## src/rtl/bit_serial_adder.sv

```systemverilog
// bit_serial_adder: sequences one full-adder cell over WIDTH clock cycles.
// The operands and carry-in are latched when a start is accepted.
// One bit pair, LSB first, is added per cycle.
// The carry is held between cycles, and each sum bit is shifted into the result from the top.
// Optional feature: define BSA_OVF_EN to add the ovf port (signed overflow of the final add).
module bit_serial_adder #(
  parameter int WIDTH = 8
) (
  input  logic             clk,
  input  logic             rst_n,
  input  logic             start,
  input  logic [WIDTH-1:0] a,
  input  logic [WIDTH-1:0] b,
  input  logic             cin,
  output logic             busy,
  output logic             done,
  output logic [WIDTH-1:0] sum,
  output logic             cout
`ifdef BSA_OVF_EN
  ,
  output logic             ovf
`endif
);

  localparam int CW = (WIDTH > 2) ? $clog2(WIDTH) : 1;
  localparam logic [CW-1:0] LAST_BIT = CW'(WIDTH - 1);

  typedef enum logic [1:0] {
    IDLE  = 2'd0,
    SHIFT = 2'd1,
    DONE  = 2'd2
  } state_t;

  state_t          state_r;
  state_t          state_s;
  logic [WIDTH-1:0] opa_r;
  logic [WIDTH-1:0] opb_r;
  logic            carry_r;
  logic [CW-1:0]   count_r;
  logic            armed_r;
  logic            accept_s;
  logic            last_s;
  logic [1:0]      fa_s;

  // Full adder built from two half adders plus an OR; returns {carry, sum}.
  function automatic logic [1:0] full_add(input logic x, input logic y, input logic c);
    logic h1_sum;
    logic h1_carry;
    logic h2_sum;
    logic h2_carry;
    h1_sum   = x ^ y;
    h1_carry = x & y;
    h2_sum   = h1_sum ^ c;
    h2_carry = h1_sum & c;
    return {h1_carry | h2_carry, h2_sum};
  endfunction

  assign fa_s   = full_add(opa_r[0], opb_r[0], carry_r);
  assign last_s = (count_r == LAST_BIT);

  // Next-state logic; a start is accepted only from IDLE or DONE, and never on the first edge after reset.
  always_comb begin
    state_s  = state_r;
    accept_s = 1'b0;
    case (state_r)
      IDLE: begin
        if (start && armed_r) begin
          accept_s = 1'b1;
          state_s  = SHIFT;
        end else begin
          state_s  = IDLE;
        end
      end
      SHIFT: begin
        if (last_s) begin
          state_s = DONE;
        end else begin
          state_s = SHIFT;
        end
      end
      DONE: begin
        if (start && armed_r) begin
          accept_s = 1'b1;
          state_s  = SHIFT;
        end else begin
          state_s  = IDLE;
        end
      end
      default: begin
        state_s = IDLE;
      end
    endcase
  end

  // State register, plus registered busy/done decoded from the next state.
  always_ff @(posedge clk or negedge rst_n) begin
    if (!rst_n) begin
      state_r <= IDLE;
      busy    <= 1'b0;
      done    <= 1'b0;
      armed_r <= 1'b0;
    end else begin
      state_r <= state_s;
      busy    <= (state_s == SHIFT);
      done    <= (state_s == DONE);
      armed_r <= 1'b1;
    end
  end

  // Operand shift registers, running carry and bit counter.
  always_ff @(posedge clk or negedge rst_n) begin
    if (!rst_n) begin
      opa_r   <= '0;
      opb_r   <= '0;
      carry_r <= 1'b0;
      count_r <= '0;
    end else if (accept_s) begin
      opa_r   <= a;
      opb_r   <= b;
      carry_r <= cin;
      count_r <= '0;
    end else if (state_r == SHIFT) begin
      opa_r   <= opa_r >> 1;
      opb_r   <= opb_r >> 1;
      carry_r <= fa_s[1];
      count_r <= count_r + CW'(1);
    end
  end

  // Result register: sum bits enter at the MSB, and cout is captured on the final bit.
  always_ff @(posedge clk or negedge rst_n) begin
    if (!rst_n) begin
      sum  <= '0;
      cout <= 1'b0;
    end else if (state_r == SHIFT) begin
      sum <= {fa_s[0], sum[WIDTH-1:1]};
      if (last_s) begin
        cout <= fa_s[1];
      end
    end
  end

`ifdef BSA_OVF_EN
  // Signed overflow is the carry into the MSB XOR the carry out of it; it is cleared by a new add.
  always_ff @(posedge clk or negedge rst_n) begin
    if (!rst_n) begin
      ovf <= 1'b0;
    end else if (accept_s) begin
      ovf <= 1'b0;
    end else if ((state_r == SHIFT) && last_s) begin
      ovf <= carry_r ^ fa_s[1];
    end
  end
`endif

endmodule

```

## config.mk

```make
export PLATFORM = sky130hd
export DESIGN_NAME = bit_serial_adder
export DESIGN_NICKNAME = d
export VERILOG_FILES = /design/src/rtl/bit_serial_adder.sv
export SDC_FILE = /design/constraint.sdc
export NUM_CORES = 1
export LEC_CHECK = 0
export CELL_PAD_IN_SITES_DETAIL_PLACEMENT = 0
export CELL_PAD_IN_SITES_GLOBAL_PLACEMENT = 1
export CORE_ASPECT_RATIO = 0.5
export CORE_MARGIN = 1.5
export CORE_UTILIZATION = 40
export CTS_BUF_LIST = sky130_fd_sc_hd__clkbuf_16
export DETAILED_ROUTE_END_ITERATION = 10
export GPL_TIMING_DRIVEN = 0
export PLACE_DENSITY_LB_ADDON = 0.08
export SLEW_MARGIN = 10
export SYNTH_ARGS = -nofsm -noshare
export SYNTH_HDL_FRONTEND = slang
export SYNTH_SLANG_ARGS = --single-unit
```

## constraint.sdc

```tcl
create_clock -name clk -period 2.98 [get_ports clk]
set_input_delay 0.596 -clock clk [delete_from_list [all_inputs] [get_ports clk]]
set_output_delay 0.596 -clock clk [all_outputs]
set_load 0.02 [all_outputs]
```

# Word level (Yosys, flattened, before mapping)
# Index checks and enable logic that the tools add are counted.
# classes
n_addsub,1
eq_ne,5
mux,13
bitwise,5
n_reduce_logical,5
# ops
op,n
8-bit 2-to-1 mux,4
3-bit 2-to-1 mux,2
1-bit 2-to-1 mux,5
"2-bit by 1-bit == test with 1-bit output, second input constant",2
"2-bit == test, second input constant",2
2-bit one-hot mux with 2 select lines,1
"3-bit by 1-bit adder with 3-bit output, second input constant",1
"3-bit == test, second input constant",1
1-bit bitwise AND,2
2-bit zero test,1
2-bit 2-to-1 mux,1
2-bit AND reduction,1
2-bit nonzero test,1
2-bit OR reduction,1
1-bit XOR,2
1-bit logical AND,1
1-bit bitwise OR,1
# totals
regBits,34
wordCells,39

# Logic depth before layout (Yosys ltp)
# logic_depth
depth_word,5
depth_mapped,5

# Least setup slack after synthesis
# No wires, ideal clock.
# synth_path
kind,register -> register
from,register count_r[0]
to,register cout
setup_time_ns,0.125
arrival_ns,1.174
slack_ns,1.680
stages_incl_launch_ff,5
synth_period_minus_slack_ns,1.300
path_cell_list,dfrtp_1 > ha_1 > ha_1 > and2_4 > mux2_4
# synth_via
elab_chain_len,2
# synth_rtl
item,line_no,text
start: declaration,39,logic [CW-1:0] count_r;
start signal: assignment,126,count_r <= count_r + CW'(1);
3-bit == test,59,assign last_s = (count_r == LAST_BIT);
2-bit AND reduction (no line),-,
end signal: assignment,138,cout <= fa_s[1];
end: declaration,18,output logic cout
# Every way passes these cells.
# A chain may end at the register's enable or synchronous reset.

# Worst setup path in the final report
# layout_path
from,register sum[2]
to,output sum[2]
# layout_lines
item,line_no,text
start: declaration,17,"output logic [WIDTH-1:0] sum,"
start signal: assignment,136,"sum <= {fa_s[0], sum[WIDTH-1:1]};"
# No word-level cell between the ends.

==> summary.txt <==
Run status
  • Status: complete, no violations

STA
  • Final setup fails: 0
  • Setup TNS: 0 ps
  • Relative slew slack: 50.1%
  • Final period util: 61.9%
  • Slew Limit Fails: 0
  • Layout Skew: 3.21 ps
  • Worst-Margin Slew: 748 ps
  • Minimum clock period: 1840 ps
  • Final Hold Fails: 0
  • RSZ-0062 raised after global routing: false
  • FMAX: 0.542 GHz

Clocking
  • Root Driver: clkbuf_16
  • Clock buffer count from CTS: 5
  • Cts repair resizes: 0
  • Clk_lat worst skew: 280 ps
  • TritonCTS clock tree: yes
  • CTS Hold Bufs: 0
  • H-tree depth: 2
  • Sink Count: 34
  • Worst-path clk slew: 50 ps
  • Number of post-CTS setup repair buffers: 0
  • Max Root-Sink Buffers: 2

Floorplanning
  • Die X: 88.0 µm
  • Row cnt: 15
  • Initial Util: 41.8%
  • Core area: 3450 µm²
  • Overall die area: 4000 µm²
  • Die height: 45.5 µm
  • Ports: 31

Routing
  • DR pass1 iterations: 4
  • Total wire length: 3.08 mm
  • DRT iter0 DRCs: 51
  • Routed WL per cell: 12.9 µm
  • Vias after detailed routing: 1160
  • Antenna Violating Nets Remaining: 0
  • Vias per cell: 4.85
  • DRC errors left: 0

Worst setup path
  • Peak fanout along the critical path: 3
  • Worst path max stage delay: 610 ps
  • Critical Path Sink Type: output pin
  • Crit path arrival time: 1250 ps
  • Kind of critical path: reg2out
  • Worst endpoint required time: 2380 ps
  • Cell family with most CP delay: buffers and inverters
  • Crit-path slowest cell: clkdlybuf4s50_1
  • Critical Path, Cell by Cell: clkdlybuf4s50_1
  • Startpoint type of the worst setup path: flop
  • Buffers & Inverters on Critical Path: 1

Global route
  • Vias in the first global route: 1067
  • Largest net degree at the start of global routing: 35
  • Global-route wire length before repair: 5.13 mm
  • Initial antenna violation count: 0
  • Gr usage total: 18.2%
  • Grt ovf: 0

Logic synthesis
  • Distinct cells, synth: 20
  • Yosys warning count: 0
  • Asr flop ratio synth: 100%
  • Synth Flop Type: dfrtp_1
  • EDFF count, synth: 0
  • Seq cells post-synth: 34
  • Mean post-synth cell area: 9.57 µm²
  • Synth Instances: 151
  • Syn Nets: 174
  • Post-Syn Area: 1450 µm²
  • Sequential area share after synthesis: 58.9%

Power
  • PD cells: 1060 nW/µm²
  • Maximum vdd drop: 0.383 mV
  • P_leak: 0.934 nW

Layout
  • Layout cells sized above 1: 9.57%
  • Nets@finish: 211
  • Non-Filler Instances: 239
  • Fill count: 342
  • Final instance area: 1940 µm²
  • Area added between synthesis and finish: 34.0%
  • Most common cell after layout, fill and taps aside: nand2_1
  • Diodes inserted: 0
  • Commonest cells after routing, fill and taps aside: 58 x nand2_1, 34 x dfrtp_1, 29 x clkdlybuf4s50_1

Flow run
  • Max Cap Viol: 0

Place
  • DP Cell Count: 232
  • I/O Buffers: 30
  • Placed Area: 1800 µm²
  • GPL Wtd Cong: 0.769
  • Dpl hpwl: 2.04 mm

Hold path
  • Hold Crit Class: in2async
==> kinds of logic (layout without fill, tap and decap cells) <==
kind of cell	Yosys count	count (layout)	share of synthesized area, %
multiplexers	1	1	1.04
AO/OA/AOI/OAI	18	18	7.88
other	1	1	0.259
AND/OR/NAND/NOR	84	84	24.6
buffers and inverters	10	47	4.24
flip-flops	34	34	58.9
adder cells (fa/ha/maj)	3	3	3.12
==> layout make-up <==
type                            count  area (µm²)  share of cell area [%]
Clock inverter                      2        7.51                   0.388
Multi-Input combinational cell    107         533                    27.5
Buffer                             10        61.3                    3.17
Sequential cell                    34         851                    43.9
Tap cell                           51        63.8                    3.29
Clock buffer                        5         125                    6.46
Timing Repair Buffer               30         295                    15.2
==> cell usage after synthesis (all sizes together) (2+ instances only) <==
cell type	instances	area share, %
a22oi	4	2.1
nor2	11	2.9
o21ai	3	1.0
nand3	9	3.1
dfrtp	34	59
a31oi	11	4.8
buf	9	4.0
and2	2	1.0
nand2	58	15
ha	2	1.7
==> registers in the layout, summed over array words and instances (netlist names) <==
name	count
carry_r	1
armed_r	1
opa_r	8
done	1
opb_r	8
sum	8
cout	1
busy	1
state_r	2
count_r	3
==> worst register-to-register path, stage by stage (launching register included) <==
cell and delay [ps]:
dfrtp_1 390, ha_1 210, ha_1 220, and2_4 160
mux2_4 290
==> through the flow <==
step	hold WS, ps	worst slack, ps	power (W)	utilization, %
after floorplan	300	1680	0.00129	-
after global placement	456	550	0.00157	52.4
after detailed placement	461	1170	0.00159	52.2
after CTS	421	1120	0.00207	56.1
after global routing	457	1080	0.00222	56.1
final	387	1140	0.00205	56.1
==> routing by layer <==
layer / wire, µm / track usage [%] / part of all wire (%)
met5: 0 / 0 / 0
met4: 46 / 8.57 / 1.5
met2: 1330 / 26.3 / 43
met3: 135 / 6.34 / 4.4
met1: 1570 / 24.7 / 51
==> report_power, final <==
group / leakage [nW] / total (W) / internal [W] / switching (W)
clock: 0.0723 / 0.000476 / 0.000298 / 0.000178
sequential: 0.429 / 0.000769 / 0.000657 / 0.000112
combinational: 0.432 / 0.000803 / 0.000359 / 0.000444
total: 0.934 / 0.00205 / 0.00131 / 0.000734
==> worst paths after layout <==
| path | from | to | slack [ps] | cells past startpoint |
|---|---|---|---|---|
| setup reg to reg | count_r[0] | cout | 1600 | 4 |
| setup / recovery | sum[2] | sum[2] | 1140 | 1 |
| hold reg to reg | sum[0] | sum[0] | 470 | 2 |
| hold / removal | rst_n | opa_r[3] | 390 | 1 |
| max in group asynchronous | rst_n | sum[3] | 2110 | 1 |
| min in group clk | sum[0] | sum[0] | 470 | 2 |
Note: power is estimated with default switching activity, not from simulation.
